===== config.mk =====
export PLATFORM = sky130hd
export DESIGN_NAME = mem_requester_flat
export DESIGN_NICKNAME = d
export VERILOG_FILES = /design/src/rtl/mem_requester_if.sv /design/src/rtl/mem_requester.sv /design/src/flat_wrapper.sv
export SDC_FILE = /design/constraint.sdc
export NUM_CORES = 1
export LEC_CHECK = 0
export ABC_AREA = 1
export BUFFER_PORTS_ARGS = -buffer_cell sky130_fd_sc_hd__buf_2
export CORE_MARGIN = 3
export CORE_UTILIZATION = 43
export DETAILED_ROUTE_END_ITERATION = 12
export PLACE_DENSITY = 0.79
export SLEW_MARGIN = 10
export SYNTH_ARGS = -nofsm -noshare
export SYNTH_HDL_FRONTEND = slang
export SYNTH_SLANG_ARGS = --single-unit

===== constraint.sdc =====
create_clock -name clk -period 1.2 [get_ports clk]
set_input_delay 0.06 -clock clk [delete_from_list [all_inputs] [get_ports clk]]
set_output_delay 0.06 -clock clk [all_outputs]
set_load 0.02 [all_outputs]

===== src/rtl/mem_requester_if.sv =====
// Request/response port and TX/RX byte-FIFO link of the host-side memory requester.
// master: the requester itself; slave: the host and FIFO side facing it.
interface mem_requester_if #(
  parameter int unsigned FIFO_WIDTH = 8
);
  logic                  req_valid;
  logic                  req_ready;
  logic                  req_write;
  logic [FIFO_WIDTH-1:0] req_addr;
  logic [FIFO_WIDTH-1:0] req_data;
  logic                  tx_fifo_full;
  logic                  tx_fifo_wr_en;
  logic [FIFO_WIDTH-1:0] dout;
  logic                  rx_fifo_empty;
  logic                  rx_fifo_rd_en;
  logic [FIFO_WIDTH-1:0] din;
  logic                  resp_valid;
  logic                  resp_ready;
  logic [FIFO_WIDTH-1:0] resp_data;
  logic                  resp_err;

  modport master (
    input  req_valid, req_write, req_addr, req_data,
    input  tx_fifo_full, rx_fifo_empty, din, resp_ready,
    output req_ready, tx_fifo_wr_en, dout, rx_fifo_rd_en,
    output resp_valid, resp_data, resp_err
  );

  modport slave (
    output req_valid, req_write, req_addr, req_data,
    output tx_fifo_full, rx_fifo_empty, din, resp_ready,
    input  req_ready, tx_fifo_wr_en, dout, rx_fifo_rd_en,
    input  resp_valid, resp_data, resp_err
  );
endinterface


===== src/rtl/mem_requester.sv =====
// Host-side initiator for the byte-serial memory command protocol.
// Serializes one read/write request at a time into the TX byte FIFO
// (write: 49, addr, data; read: 48, addr) and collects the one-byte read
// echo from the RX byte FIFO.
// Optional feature: define MEM_REQ_TIMEOUT_EN to abort a read after
// TIMEOUT_CYCLES cycles in WAIT_RESP (resp_err=1, resp_data=all ones).
module mem_requester #(
  parameter int unsigned FIFO_WIDTH     = 8,
  parameter int unsigned TIMEOUT_CYCLES = 1024
) (
  input  logic                   clk,
  input  logic                   rst,
  mem_requester_if.master        bus,
  output logic [5:0]             state_leds
);

  typedef enum logic [2:0] {
    S_IDLE      = 3'd0,
    S_SEND_CMD  = 3'd1,
    S_SEND_ADDR = 3'd2,
    S_SEND_DATA = 3'd3,
    S_WAIT_RESP = 3'd4,
    S_CAPTURE   = 3'd5,
    S_RESP      = 3'd6
  } state_t;

  localparam logic [FIFO_WIDTH-1:0] CMD_WRITE = FIFO_WIDTH'(49);
  localparam logic [FIFO_WIDTH-1:0] CMD_READ  = FIFO_WIDTH'(48);

  state_t                state;
  logic                  lat_write;
  logic [FIFO_WIDTH-1:0] lat_addr;
  logic [FIFO_WIDTH-1:0] lat_data;
  logic [FIFO_WIDTH-1:0] resp_data_q;
  logic                  resp_err_q;

`ifdef MEM_REQ_TIMEOUT_EN
  localparam int unsigned CNT_W = $clog2(TIMEOUT_CYCLES + 1);
  localparam logic [CNT_W-1:0] CNT_LAST = CNT_W'(TIMEOUT_CYCLES - 1);
  logic [CNT_W-1:0] wait_cnt;
`else
  logic unused_timeout;
  assign unused_timeout = ^TIMEOUT_CYCLES;
`endif

  // Sequencer: request latch, byte serialization, response capture
  always_ff @(posedge clk or posedge rst) begin
    if (rst) begin
      state       <= S_IDLE;
      lat_write   <= 1'b0;
      lat_addr    <= '0;
      lat_data    <= '0;
      resp_data_q <= '0;
      resp_err_q  <= 1'b0;
`ifdef MEM_REQ_TIMEOUT_EN
      wait_cnt    <= '0;
`endif
    end else begin
      case (state)
        S_IDLE: begin
          if (bus.req_valid) begin
            lat_write <= bus.req_write;
            lat_addr  <= bus.req_addr;
            lat_data  <= bus.req_data;
            state     <= S_SEND_CMD;
          end
        end
        S_SEND_CMD: begin
          if (!bus.tx_fifo_full) state <= S_SEND_ADDR;
        end
        S_SEND_ADDR: begin
          if (!bus.tx_fifo_full) begin
            state <= lat_write ? S_SEND_DATA : S_WAIT_RESP;
`ifdef MEM_REQ_TIMEOUT_EN
            wait_cnt <= '0;
`endif
          end
        end
        S_SEND_DATA: begin
          if (!bus.tx_fifo_full) state <= S_IDLE;
        end
        S_WAIT_RESP: begin
          // A pop takes priority over an expiry in the same cycle
          if (!bus.rx_fifo_empty) begin
            state <= S_CAPTURE;
          end
`ifdef MEM_REQ_TIMEOUT_EN
          else if (wait_cnt == CNT_LAST) begin
            resp_data_q <= '1;
            resp_err_q  <= 1'b1;
            state       <= S_RESP;
          end else begin
            wait_cnt <= wait_cnt + 1'b1;
          end
`endif
        end
        S_CAPTURE: begin
          resp_data_q <= bus.din;
          resp_err_q  <= 1'b0;
          state       <= S_RESP;
        end
        S_RESP: begin
          if (bus.resp_ready) state <= S_IDLE;
        end
        default: state <= S_IDLE;
      endcase
    end
  end

  // FIFO strobes are gated by the live full/empty flags so a byte moves in
  // the same cycle the state is entered
  always_comb begin
    bus.tx_fifo_wr_en = 1'b0;
    bus.rx_fifo_rd_en = 1'b0;
    bus.dout          = '0;
    bus.resp_valid    = 1'b0;
    state_leds        = 6'b000000;
    case (state)
      S_IDLE:      state_leds = 6'b000000;
      S_SEND_CMD: begin
        state_leds        = 6'b000001;
        bus.tx_fifo_wr_en = ~bus.tx_fifo_full;
        bus.dout          = lat_write ? CMD_WRITE : CMD_READ;
      end
      S_SEND_ADDR: begin
        state_leds        = 6'b000010;
        bus.tx_fifo_wr_en = ~bus.tx_fifo_full;
        bus.dout          = lat_addr;
      end
      S_SEND_DATA: begin
        state_leds        = 6'b000100;
        bus.tx_fifo_wr_en = ~bus.tx_fifo_full;
        bus.dout          = lat_data;
      end
      S_WAIT_RESP: begin
        state_leds        = 6'b001000;
        bus.rx_fifo_rd_en = ~bus.rx_fifo_empty;
      end
      S_CAPTURE:   state_leds = 6'b010000;
      S_RESP: begin
        state_leds     = 6'b100000;
        bus.resp_valid = 1'b1;
      end
      default:     state_leds = 6'b111111;
    endcase
  end

  assign bus.req_ready = (state == S_IDLE) && !rst;
  assign bus.resp_data = resp_data_q;
`ifdef MEM_REQ_TIMEOUT_EN
  assign bus.resp_err  = resp_err_q;
`else
  assign bus.resp_err  = 1'b0;
`endif

endmodule


===== src/flat_wrapper.sv =====
// flat-port wrapper written by rule: the top's interface ports become plain ports
module mem_requester_flat 
#(
  parameter int unsigned FIFO_WIDTH     = 8,
  parameter int unsigned TIMEOUT_CYCLES = 1024
)
  (clk, rst, state_leds, bus_req_valid, bus_req_write, bus_req_addr, bus_req_data, bus_tx_fifo_full, bus_rx_fifo_empty, bus_din, bus_resp_ready, bus_req_ready, bus_tx_fifo_wr_en, bus_dout, bus_rx_fifo_rd_en, bus_resp_valid, bus_resp_data, bus_resp_err);
  mem_requester_if #(.FIFO_WIDTH(FIFO_WIDTH)) bus_i ();
  input  logic clk;
  input  logic rst;
  output logic [5:0] state_leds;
  input wire logic [$bits(bus_i.req_valid)-1:0] bus_req_valid;
  input wire logic [$bits(bus_i.req_write)-1:0] bus_req_write;
  input wire logic [$bits(bus_i.req_addr)-1:0] bus_req_addr;
  input wire logic [$bits(bus_i.req_data)-1:0] bus_req_data;
  input wire logic [$bits(bus_i.tx_fifo_full)-1:0] bus_tx_fifo_full;
  input wire logic [$bits(bus_i.rx_fifo_empty)-1:0] bus_rx_fifo_empty;
  input wire logic [$bits(bus_i.din)-1:0] bus_din;
  input wire logic [$bits(bus_i.resp_ready)-1:0] bus_resp_ready;
  output wire logic [$bits(bus_i.req_ready)-1:0] bus_req_ready;
  output wire logic [$bits(bus_i.tx_fifo_wr_en)-1:0] bus_tx_fifo_wr_en;
  output wire logic [$bits(bus_i.dout)-1:0] bus_dout;
  output wire logic [$bits(bus_i.rx_fifo_rd_en)-1:0] bus_rx_fifo_rd_en;
  output wire logic [$bits(bus_i.resp_valid)-1:0] bus_resp_valid;
  output wire logic [$bits(bus_i.resp_data)-1:0] bus_resp_data;
  output wire logic [$bits(bus_i.resp_err)-1:0] bus_resp_err;
  assign bus_i.req_valid = bus_req_valid;
  assign bus_i.req_write = bus_req_write;
  assign bus_i.req_addr = bus_req_addr;
  assign bus_i.req_data = bus_req_data;
  assign bus_i.tx_fifo_full = bus_tx_fifo_full;
  assign bus_i.rx_fifo_empty = bus_rx_fifo_empty;
  assign bus_i.din = bus_din;
  assign bus_i.resp_ready = bus_resp_ready;
  assign bus_req_ready = bus_i.req_ready;
  assign bus_tx_fifo_wr_en = bus_i.tx_fifo_wr_en;
  assign bus_dout = bus_i.dout;
  assign bus_rx_fifo_rd_en = bus_i.rx_fifo_rd_en;
  assign bus_resp_valid = bus_i.resp_valid;
  assign bus_resp_data = bus_i.resp_data;
  assign bus_resp_err = bus_i.resp_err;
  mem_requester #(.FIFO_WIDTH(FIFO_WIDTH), .TIMEOUT_CYCLES(TIMEOUT_CYCLES)) u_core (.clk(clk), .rst(rst), .bus(bus_i), .state_leds(state_leds));
endmodule

* Word-level counts from Yosys, hierarchy flattened
Cells that the tools add are included.
Storage, ports and cells: output and inout port bits 27, word-level logic and storage cells 39, bits in registers 28, input bits 31
Cells by class: reduce and logical (&&, ||, !) cells 6, equality and inequality tests 12, multiplexer cells 14, bitwise logic cells 2
Operators with widths (count):
- $pmux W6 S7 | 1
- $pmux W8 S3 | 1
- $mux W3 | 7
- $pmux W3 S7 | 1
- $ne A2 B2 Y1 const B | 6
- $eq A3 B3 Y1 const B | 3
- $eq A3 B2 Y1 const B | 2
- $reduce_and A6 Y1 | 1
- $mux W1 | 4
- $eq A3 B1 Y1 const B | 1
- $logic_not A3 Y1 | 1
- $reduce_or A3 Y1 | 1
- $not A1 Y1 | 2
- $reduce_and A2 Y1 | 1
- $logic_and A1 B1 Y1 | 1
- $logic_not A1 Y1 | 1

* Longest topological paths before layout
Gate-level depths: netlist (run 1).
depth in word-level cells 3, mapped depth 8

* Worst setup path before layout (run 1)
Ideal clock, no wire load.
path kind flip-flop to output port, start point register u_core.state[2], end point output bus_dout[1], arrival 1.253 ns, setup slack -0.113 ns, required time 1.140 ns, cell stages (with the launch flop) 5, path through dfrtp_1 > buf_6 > inv_2 > nand3_1 > o21ai_0
Between the ends: longest elaborated chain between the ends 2
RTL lines:
- start, declared | line mem_requester.sv:30 | state_t state;
- start signal, assigned | line mem_requester.sv:73 | state <= lat_write ? S_SEND_DATA : S_WAIT_RESP;
- $eq A3 B2 Y1 or $eq A3 B1 Y1 (tied branches) | line mem_requester.sv:118 | case (state)
- $pmux W8 S3 (*) | line mem_requester.sv:118
- end, declared | line flat_wrapper.sv:22 | output wire logic [$bits(bus_i.dout)-1:0] bus_dout;
Every way passes the cells marked *; elsewhere a longest branch is shown, timed or not.

* Final worst setup path (run 1)
start point register u_core.state[0], end point output bus_dout[6]
Same word-level chain as after synthesis.

==> flow_metrics.env, run 1 <==
export IMPL_outcome="finished, violations left"
export IMPL_violations="negative setup slack"
export IMPL_fin_ws_ns=-0.484
export IMPL_port_buffers=56
export IMPL_netlist_area_sq_um=1450
export IMPL_grt_usage_pct=29.1
export IMPL_finalNetCount=309
export IMPL_area_growth_pct=97.4
export IMPL_skew_ns=0.00913
export IMPL_rr_startpoint="u_core.state[0]"
export IMPL_core_sq_um=3130
export IMPL_regToRegEndpoint="u_core.lat_write"
export IMPL_drt_initial_drc_count=174
export IMPL_wl_met2_mm=3.45
export IMPL_vdd_drop_max_mv=1.58
export IMPL_postRouteAntennaNets=0
export IMPL_drc_errors=0
export IMPL_fin_util_pct=91.5
export IMPL_place_hpwl_mm=2.62
export IMPL_ys_types=26
export IMPL_die_w_microns=64.1
export IMPL_overflow=0
export IMPL_wl_met1_mm=2.52
export IMPL_cp_end_kind="output port"
export IMPL_critPathLaunchType="register"
export IMPL_insertion_delay_ns=0.34
export IMPL_worstPathArrival_ns=1.62
export IMPL_gp_congestion=0.841
export IMPL_finalMaxSlewViolations=0
export IMPL_min_delay_path_depth=4
export IMPL_ios=58
export IMPL_fp_row_count=20
export IMPL_clkTransAtPathRegs_ns=0.17
export IMPL_final_common_cell="buf_2"
export IMPL_vias_per_cell=5.32
export IMPL_die_area_sq_um=4100
export IMPL_holdCritStartpoint="bus_tx_fifo_full"
export IMPL_drive_gt1_share_pct=63.9
export IMPL_syn_num_nets=189
export IMPL_tightestPinTransition_ns=0.539
export IMPL_ctsLongestPathBuffers=2
export IMPL_dp_slack_ns=-0.215
export IMPL_dp_cells=269
export IMPL_slew_headroom_pct=64.0
export IMPL_cts_inserted_buffers=3
export IMPL_die_h_microns=64.1
export IMPL_ys_seq_elements=28
export IMPL_start_util_pct=46.4
export IMPL_top_layer_used="met4"
export IMPL_vias=1714
export IMPL_setup_violations=46
export IMPL_postSynthCellCount=158
export IMPL_finalHoldViolCount=0
export IMPL_htreeDepth=1
export IMPL_final_area_sq_um=2860
export IMPL_fin_crit_ns=1.68
export IMPL_placed_area_sq_um=1860
export IMPL_path_max_fanout=7
export IMPL_hp_class="in -> reg"
export IMPL_drt_pass1_iterations=4
export IMPL_numClockSinks=28
export IMPL_cts_tree="yes"
export IMPL_wire_per_inst_microns=20.7
export IMPL_grt_pass1_wl_mm=9.09
export IMPL_antenna_found_initial=1
export IMPL_p_leak_nw=1.43
export IMPL_max_cap_violations=0
export IMPL_finalCritPeriodShare_pct=140
export IMPL_yosysSeqAreaShare_pct=48.3
export IMPL_crit_type="reg -> out"
export IMPL_cts_root_buf="clkbuf_4"
export IMPL_synth_warnings=0
export IMPL_power_density_nw_per_um2=2800
export IMPL_holdPathEnd="u_core.state[2]"
export IMPL_routed_wl_mm=6.65
export IMPL_cp_required_ns=1.14
export IMPL_grt_pass1_vias=1713
export IMPL_max_freq_mhz=594
export IMPL_rsz0062_at_grt="yes"
export IMPL_reg2reg_slack_ns=-0.42
export IMPL_grt_max_degree=17
export IMPL_postSynthAreaPerCell_sq_um=9.18
export IMPL_worstRegToRegCells=8
export IMPL_layout_common_cells="40 x buf_2, 27 x buf_4, 26 x dlygate4sd3_1, 25 x dfrtp_1, 23 x buf_6"
export IMPL_met3_length_microns=394
export IMPL_final_cells=322
## area by class of cell
| cell class | count | area (sq um) |
|---|---|---|
| multi-input combinational | 109 | 980 |
| timing repair buffer | 119 | 977 |
| sequential | 28 | 704 |
| fill | 116 | 265 |
| inverter | 17 | 91.3 |
| tap | 44 | 55.1 |
| clock inverter | 1 | 30.0 |
| clock buffer | 3 | 22.5 |
| antenna | 1 | 2.50 |
## timing repair
| action | 4_1_cts | 5_1_grt |
|---|---|---|
| hold buffers | 26 | 0 |
| hold endpoints to repair | 53 | 0 |
| gates resized for setup | 91 | 48 |
| buffers inserted | 15 | 5 |
| setup endpoints to repair | 46 | 46 |
| cloned | 3 | 0 |
| pin swaps | 12 | 11 |
## cell families (layout without fill, tap and decap cells)
kind of cell	Yosys count	in the layout	share of synthesized area, %
flops	28	28	48.3
compound gates	21	21	9.92
buf+inv	24	140	10.2
simple gates	76	79	25.1
mux	8	8	6.21
other cells	1	2	0.259
## through the flow
step	hold WS [ns]	setup TNS (ns)	power, mW
after CTS	0.113	-9.17	6.87
after detailed placement	0.104	-4.98	4.76
after global routing	0.157	-16.95	8.31
after floorplan	0.125	-0.327	3.79
final	0.158	-15.36	8.01
after global placement	0.0967	-3.76	4.67
## sequential cells by signal, summed over array words and instances (netlist names)
| name | flops |
|---|---|
| u_core.lat_data | 8 |
| u_core.bus.resp_data | 8 |
| u_core.lat_addr | 8 |
| u_core.lat_write | 1 |
| u_core.state | 3 |
## worst max-delay path by stage
stage	startpoint	endpoint	slack (ns)	cells past startpoint
floorplan	u_core.state[2]	bus_dout[1]	-0.07	4
global placement	u_core.state[1]	u_core.lat_data[4]	-0.14	6
detailed placement	u_core.state[1]	u_core.lat_write	-0.21	6
CTS	u_core.state[0]	bus_dout[0]	-0.36	6
global route	u_core.state[0]	bus_dout[4]	-0.52	6
finish	u_core.state[0]	bus_dout[6]	-0.48	5
## power by group
group | total [mW] | internal [mW] | switching [mW] | leakage (nW)
clock network | 0.647 | 0.338 | 0.309 | 0.0279
registers | 1.86 | 1.41 | 0.452 | 0.324
logic | 5.50 | 2.51 | 3.00 | 1.08
## cells in the mapped netlist (all sizes together)
cell | instances | area [sq um]
inv | 17 | 78.8
conb | 1 | 3.75
o22ai | 1 | 6.26
nand2 | 42 | 181
o21ai | 6 | 30.0
o21bai | 1 | 7.51
o211ai | 2 | 15.0
buf | 7 | 68.8
mux2 | 8 | 90.1
nor2 | 15 | 75.1
nor3 | 2 | 10.0
o221ai | 1 | 8.76
nand3b | 1 | 7.51
a21oi | 10 | 76.3
nand3 | 16 | 90.1
dfrtp | 28 | 701
## layer usage
| layer | vias to the layer above | GRT usage [%] |
|---|---|---|
| met5 | - | 0 |
| met4 | 0 | 11.9 |
| met3 | 22 | 2.64 |
| met2 | 105 | 49.4 |
| met1 | 832 | 37.8 |
| li1 | 755 | - |
## critical path: stages (launching register included)
cell,delay [ns]
dfrtp_2,0.55
inv_8,0.11
nand3_4,0.12
buf_6,0.16
o22ai_1,0.15
buf_4,0.19
Note: power is estimated with default switching activity, not from simulation.
==> run 2: changes to the inputs <==
clock period = 1.5 ns   (was 1.2 ns; I/O delays follow)
==> run 2 against run 1 <==
  * The flow still finishes with violations (negative setup slack)
  * Non-clock buffer count fell by 20
  * Final area fell by 19%
  * Sequential share of layout area up 5.9 points
  * Total power fell by 43%
  * Core utilization fell by 18 points
  * Highest routed layer unchanged
==> flow_metrics.env, run 2 (synthesis results as in run 1) <==
export IMPL_final_cells=298
export IMPL_combPwrFrac_pct=61.5
export IMPL_vias=1430
export IMPL_max_cap_violations=0
export IMPL_rsz0062_at_grt="yes"
export IMPL_antenna_found_initial=0
export IMPL_power_switching_mw=2.12
export IMPL_timing_hold_ws_ns=0.0957
export IMPL_p_leak_nw=1.18
export IMPL_fin_crit_ns=1.56
export IMPL_finalNetCount=286
export IMPL_drc_errors=0
export IMPL_fin_ws_ns=-0.0629
export IMPL_hp_class="in -> reg"
export IMPL_start_util_pct=46.4
export IMPL_clkTransAtPathRegs_ns=0.15
export IMPL_placed_area_sq_um=1750
export IMPL_ff_latch_area_sq_um=704
export IMPL_critPathMaxStageDelay_ns=0.53
export IMPL_area_growth_pct=59.0
export IMPL_finalMaxSlewViolations=0
export IMPL_port_buffers=56
export IMPL_overflow=0
export IMPL_setup_violations=19
export IMPL_postRouteAntennaNets=0
export IMPL_path_max_fanout=6
export IMPL_fp_row_count=20
export IMPL_drt_initial_drc_count=32
export IMPL_numClockSinks=28
export IMPL_place_hpwl_mm=2.53
export IMPL_power_frac_seq_pct=30.5
export IMPL_ios=58
export IMPL_dp_cells=255
export IMPL_antenna_cells=0
export IMPL_wire_per_inst_microns=13.9
export IMPL_final_area_sq_um=2310
export IMPL_drt_pass1_iterations=4
export IMPL_grt_usage_pct=20.2
export IMPL_tns_ns=-0.586
export IMPL_cpMaxStageDelayCell="dfrtp_2"
export IMPL_skew_ns=0.00541
export IMPL_critPathLaunchType="register"
export IMPL_vias_per_cell=4.80
export IMPL_gp_congestion=0.756
export IMPL_max_freq_mhz=640
export IMPL_crit_type="reg -> out"
export IMPL_fill_cells=214
export IMPL_finalHoldViolCount=0
export IMPL_violations="negative setup slack"
export IMPL_cts_root_buf="clkbuf_4"
export IMPL_die_w_microns=64.1
export IMPL_multiInputGateArea_sq_um=697
export IMPL_cts_inserted_buffers=3
export IMPL_power_mw=4.58
export IMPL_crit_chain="buf_4 > buf_4 > nand3_4 > nand2_1 > buf_4"
export IMPL_die_area_sq_um=4100
export IMPL_power_density_nw_per_um2=1990
export IMPL_p_sw_share_pct=46.4
export IMPL_die_h_microns=64.1
export IMPL_p_int_mw=2.46
export IMPL_drive_gt1_share_pct=46.9
export IMPL_final_common_cell="buf_2"
export IMPL_cp_required_ns=1.42
export IMPL_finalCritPeriodShare_pct=104
export IMPL_outcome="finished, violations left"
export IMPL_layout_common_cells="43 x buf_2, 35 x nand2_1, 26 x dlygate4sd3_1, 25 x dfrtp_1, 23 x buf_4"
export IMPL_insertion_delay_ns=0.32
export IMPL_routed_wl_mm=4.15
export IMPL_vdd_drop_max_mv=0.875
export IMPL_grt_pass1_wl_mm=6.48
export IMPL_ctsLongestPathBuffers=2
export IMPL_cpMostUsedCell="buf_4"
export IMPL_grt_pass1_vias=1442
export IMPL_htreeDepth=1
export IMPL_cts_tree="yes"
export IMPL_core_sq_um=3130
export IMPL_clkPwrFrac_pct=8.0
export IMPL_grt_max_degree=27
export IMPL_worstPathArrival_ns=1.49
export IMPL_cp_end_kind="output port"
==> run 2: metrics by stage <==
step	setup slack, ns	util (%)
global route	-0.171	73.7
detailed placement	0.125	55.8
finish	-0.0629	73.7
global placement	0.138	55.8
CTS	-0.0572	71.3
floorplan	0.172	-
==> run 2: per-layer routing <==
metal  vias up  share of wire, %  global-route usage (%)
met2        41                56                    38.1
met5         -                 0                       0
met4         0               2.3                    8.09
met3        11               3.2                    1.58
li1        707                 -                       -
met1       671                39                    23.4
==> run 2: repair_timing <==
item | in CTS | in global routing
buffers inserted | 12 | 1
resized for setup | 28 | 22
hold endpoints to repair | 53 | 0
pin swaps | 3 | 2
hold buffers | 26 | 0
endpoints found under the setup margin | 15 | 23
==> run 2: final timing paths <==
check / startpoint / slack (ns) / depth (start not counted) / to
min: bus_req_valid / 0.1 / 3 / u_core.lat_addr[7]
min reg2reg: u_core.lat_addr[7] / 0.49 / 2 / u_core.lat_addr[7]
max in group asynchronous: rst / 0.95 / 4 / u_core.state[0]
max reg2reg: u_core.state[0] / -0.03 / 5 / u_core.bus.resp_data[6]
min in group asynchronous: rst / 0.36 / 4 / u_core.lat_data[3]
max: u_core.state[0] / -0.06 / 5 / state_leds[4]
==> run 2: power by group through the flow <==
| stage | Clock (mW) | Sequential (mW) | Combinational [mW] |
|---|---|---|---|
| 5_1_grt | 0.413 | 1.43 | 3.05 |
| 3_5_place_dp | 0 | 1.37 | 2.17 |
| 2_1_floorplan | 0 | 1.40 | 1.60 |
| 6_report | 0.365 | 1.40 | 2.82 |
| 3_3_place_gp | 0 | 1.35 | 2.13 |
| 4_1_cts | 0.371 | 1.37 | 2.65 |
==> run 2: area by class of cell <==
type	count	share of cell area [%]
Tap cell	44	2.39
Timing Repair Buffer	99	31.5
Multi-Input combinational cell	106	30.2
Inverter	17	3.74
Clock buffer	4	1.57
Sequential cell	28	30.5
==> run 2: critical path: cells and delay by family (launching register included) <==
kind	cells	cell delay [ns]
simple gates	2	0.16
buf+inv	3	0.47
flops	1	0.53
==> run 3: changes to the inputs <==
CELL_PAD_IN_SITES_DETAIL_PLACEMENT = 0   (was unset)
CELL_PAD_IN_SITES_GLOBAL_PLACEMENT = 1   (was unset)
CORE_UTILIZATION = 31   (was 43)
PLACE_DENSITY = 0.78   (was 0.79)
==> run 3 against run 2 <==
  * The run still ends with negative setup slack left
  * Global-route usage fell by 7.6 points
  * Critical endpoint is now bus_dout[0]
  * Clock skew fell by 0.0016 ns
  * Sequential power barely moved
  * Wire length fell by 17%
  * Count of clock-buffer cells in the layout fell by 1
==> flow_metrics.env, run 3 (synthesis results as in run 1) <==
export IMPL_crit_type="reg -> out"
export IMPL_gp_congestion=0.834
export IMPL_antenna_found_initial=0
export IMPL_skew_ns=0.00383
export IMPL_grt_max_degree=27
export IMPL_clkPwrFrac_pct=13.2
export IMPL_finalCritPeriodShare_pct=100
export IMPL_cp_required_ns=1.42
export IMPL_fin_crit_ns=1.51
export IMPL_ff_latch_area_sq_um=703
export IMPL_power_frac_seq_pct=30.1
export IMPL_clkTransAtPathRegs_ns=0.10
export IMPL_area_growth_pct=40.5
export IMPL_combPwrFrac_pct=56.8
export IMPL_finalHoldViolCount=0
export IMPL_vias_per_cell=4.53
export IMPL_rsz0062_at_grt="yes"
export IMPL_crit_chain="buf_6 > nand3_4 > o211ai_1 > buf_4"
export IMPL_htreeDepth=1
export IMPL_hp_class="in -> reg"
export IMPL_fp_row_count=24
export IMPL_violations="negative setup slack"
export IMPL_power_density_nw_per_um2=2250
export IMPL_die_w_microns=74.4
export IMPL_worstPathArrival_ns=1.43
export IMPL_port_buffers=56
export IMPL_critPathMaxStageDelay_ns=0.54
export IMPL_wire_per_inst_microns=12.4
export IMPL_routed_wl_mm=3.42
export IMPL_cts_tree="yes"
export IMPL_vdd_drop_max_mv=0.629
export IMPL_finalNetCount=256
export IMPL_cts_root_buf="clkbuf_8"
export IMPL_die_area_sq_um=5530
export IMPL_ios=58
export IMPL_grt_pass1_wl_mm=5.53
export IMPL_path_max_fanout=6
export IMPL_min_delay_path_depth=2
export IMPL_cts_inserted_buffers=3
export IMPL_drive_gt1_share_pct=49.6
export IMPL_drt_initial_drc_count=19
export IMPL_critPathLaunchType="register"
export IMPL_p_int_mw=2.56
export IMPL_numClockSinks=28
export IMPL_fill_cells=451
export IMPL_die_h_microns=74.4
export IMPL_layout_common_cells="46 x buf_2, 37 x nand2_1, 26 x dfrtp_1, 19 x buf_4, 12 x inv_1"
export IMPL_start_util_pct=32.6
export IMPL_drc_errors=0
export IMPL_p_leak_nw=1.08
export IMPL_place_hpwl_mm=2.56
export IMPL_final_common_cell="buf_2"
export IMPL_core_sq_um=4440
export IMPL_multiInputGateArea_sq_um=692
export IMPL_dp_slack_ns=0.120
export IMPL_max_cap_violations=0
export IMPL_antenna_cells=0
export IMPL_power_mw=4.59
export IMPL_p_sw_share_pct=44.3
export IMPL_ctsLongestPathBuffers=2
export IMPL_grt_pass1_vias=1219
export IMPL_postRouteAntennaNets=0
export IMPL_max_freq_mhz=664
export IMPL_drt_pass1_iterations=4
export IMPL_finalMaxSlewViolations=0
export IMPL_cpMaxStageDelayCell="dfrtp_2"
export IMPL_fin_ws_ns=-0.00597
export IMPL_outcome="finished, violations left"
export IMPL_vias=1251
export IMPL_setup_violations=1
export IMPL_insertion_delay_ns=0.28
export IMPL_overflow=0
export IMPL_worstRegToRegCells=8
export IMPL_power_switching_mw=2.04
export IMPL_grt_usage_pct=12.7
export IMPL_cp_end_kind="output port"
-- run 3: final cells by class --
type	instances	share of cell area, %
inverters	17	4.36
clock inverters	1	1.47
clock buffers	3	2.03
multi-input cells	106	34.0
repair buffers	69	20.5
well taps	52	3.19
flip-flops and latches	28	34.5
-- run 3: worst max-delay path: cells and delay by family (launching register included) --
family / cells / cell delay, ns
buffers and inverters: 2 / 0.33
AND/OR/NAND/NOR: 1 / 0.09
flip-flops: 1 / 0.54
AO/OA/AOI/OAI: 1 / 0.21
-- run 3: through the flow --
stage	util [%]	setup TNS (ns)	cells	hold WS [ns]	area [sq um]
final	45.8	-0.00597	276	0.0226	2040
after detailed placement	39.7	0	264	0.0128	1760
after floorplan	-	0	158	0.140	1450
after global placement	39.7	0	264	0.0126	1760
after global routing	45.8	-0.535	276	0.0182	2040
after CTS	42.8	-0.00329	272	0.0172	1900
-- run 3: repair_timing --
item	in CTS	in global routing
endpoints found under the setup margin	13	15
pin swaps	0	5
hold endpoints to repair	5	0
cloned	0	0
buffers inserted	3	4
resized for setup	9	30
hold buffers	1	0
-- run 3: power groups by stage --
stage          registers, mW  logic (mW)  clock network, mW
2_1_floorplan           1.40        1.60                  0
3_3_place_gp            1.35        2.20                  0
3_5_place_dp            1.36        2.20                  0
4_1_cts                 1.35        2.36              0.621
5_1_grt                 1.44        2.86              0.642
6_report                1.38        2.61              0.604
-- run 3: per-layer routing --
| metal | vias to the layer above | GRT usage [%] | wire [microns] |
|---|---|---|---|
| met4 | 0 | 4.74 | 49 |
| met2 | 22 | 21.7 | 1820 |
| met1 | 587 | 16.3 | 1450 |
| met3 | 4 | 1.62 | 105 |
| li1 | 638 | - | - |
| met5 | - | 0 | 0 |
-- run 3: path summary, 6_finish.rpt --
check                                           to  slack (ns)          startpoint
max                                    bus_dout[0]      -0.006     u_core.state[0]
min                        u_core.bus.resp_data[7]        0.02          bus_din[7]
max reg2reg                        u_core.state[0]        0.08     u_core.state[1]
min reg2reg                     u_core.lat_data[7]        0.48  u_core.lat_data[7]
max in group asynchronous          u_core.state[0]        0.64                 rst
min in group asynchronous       u_core.lat_addr[5]        0.26                 rst
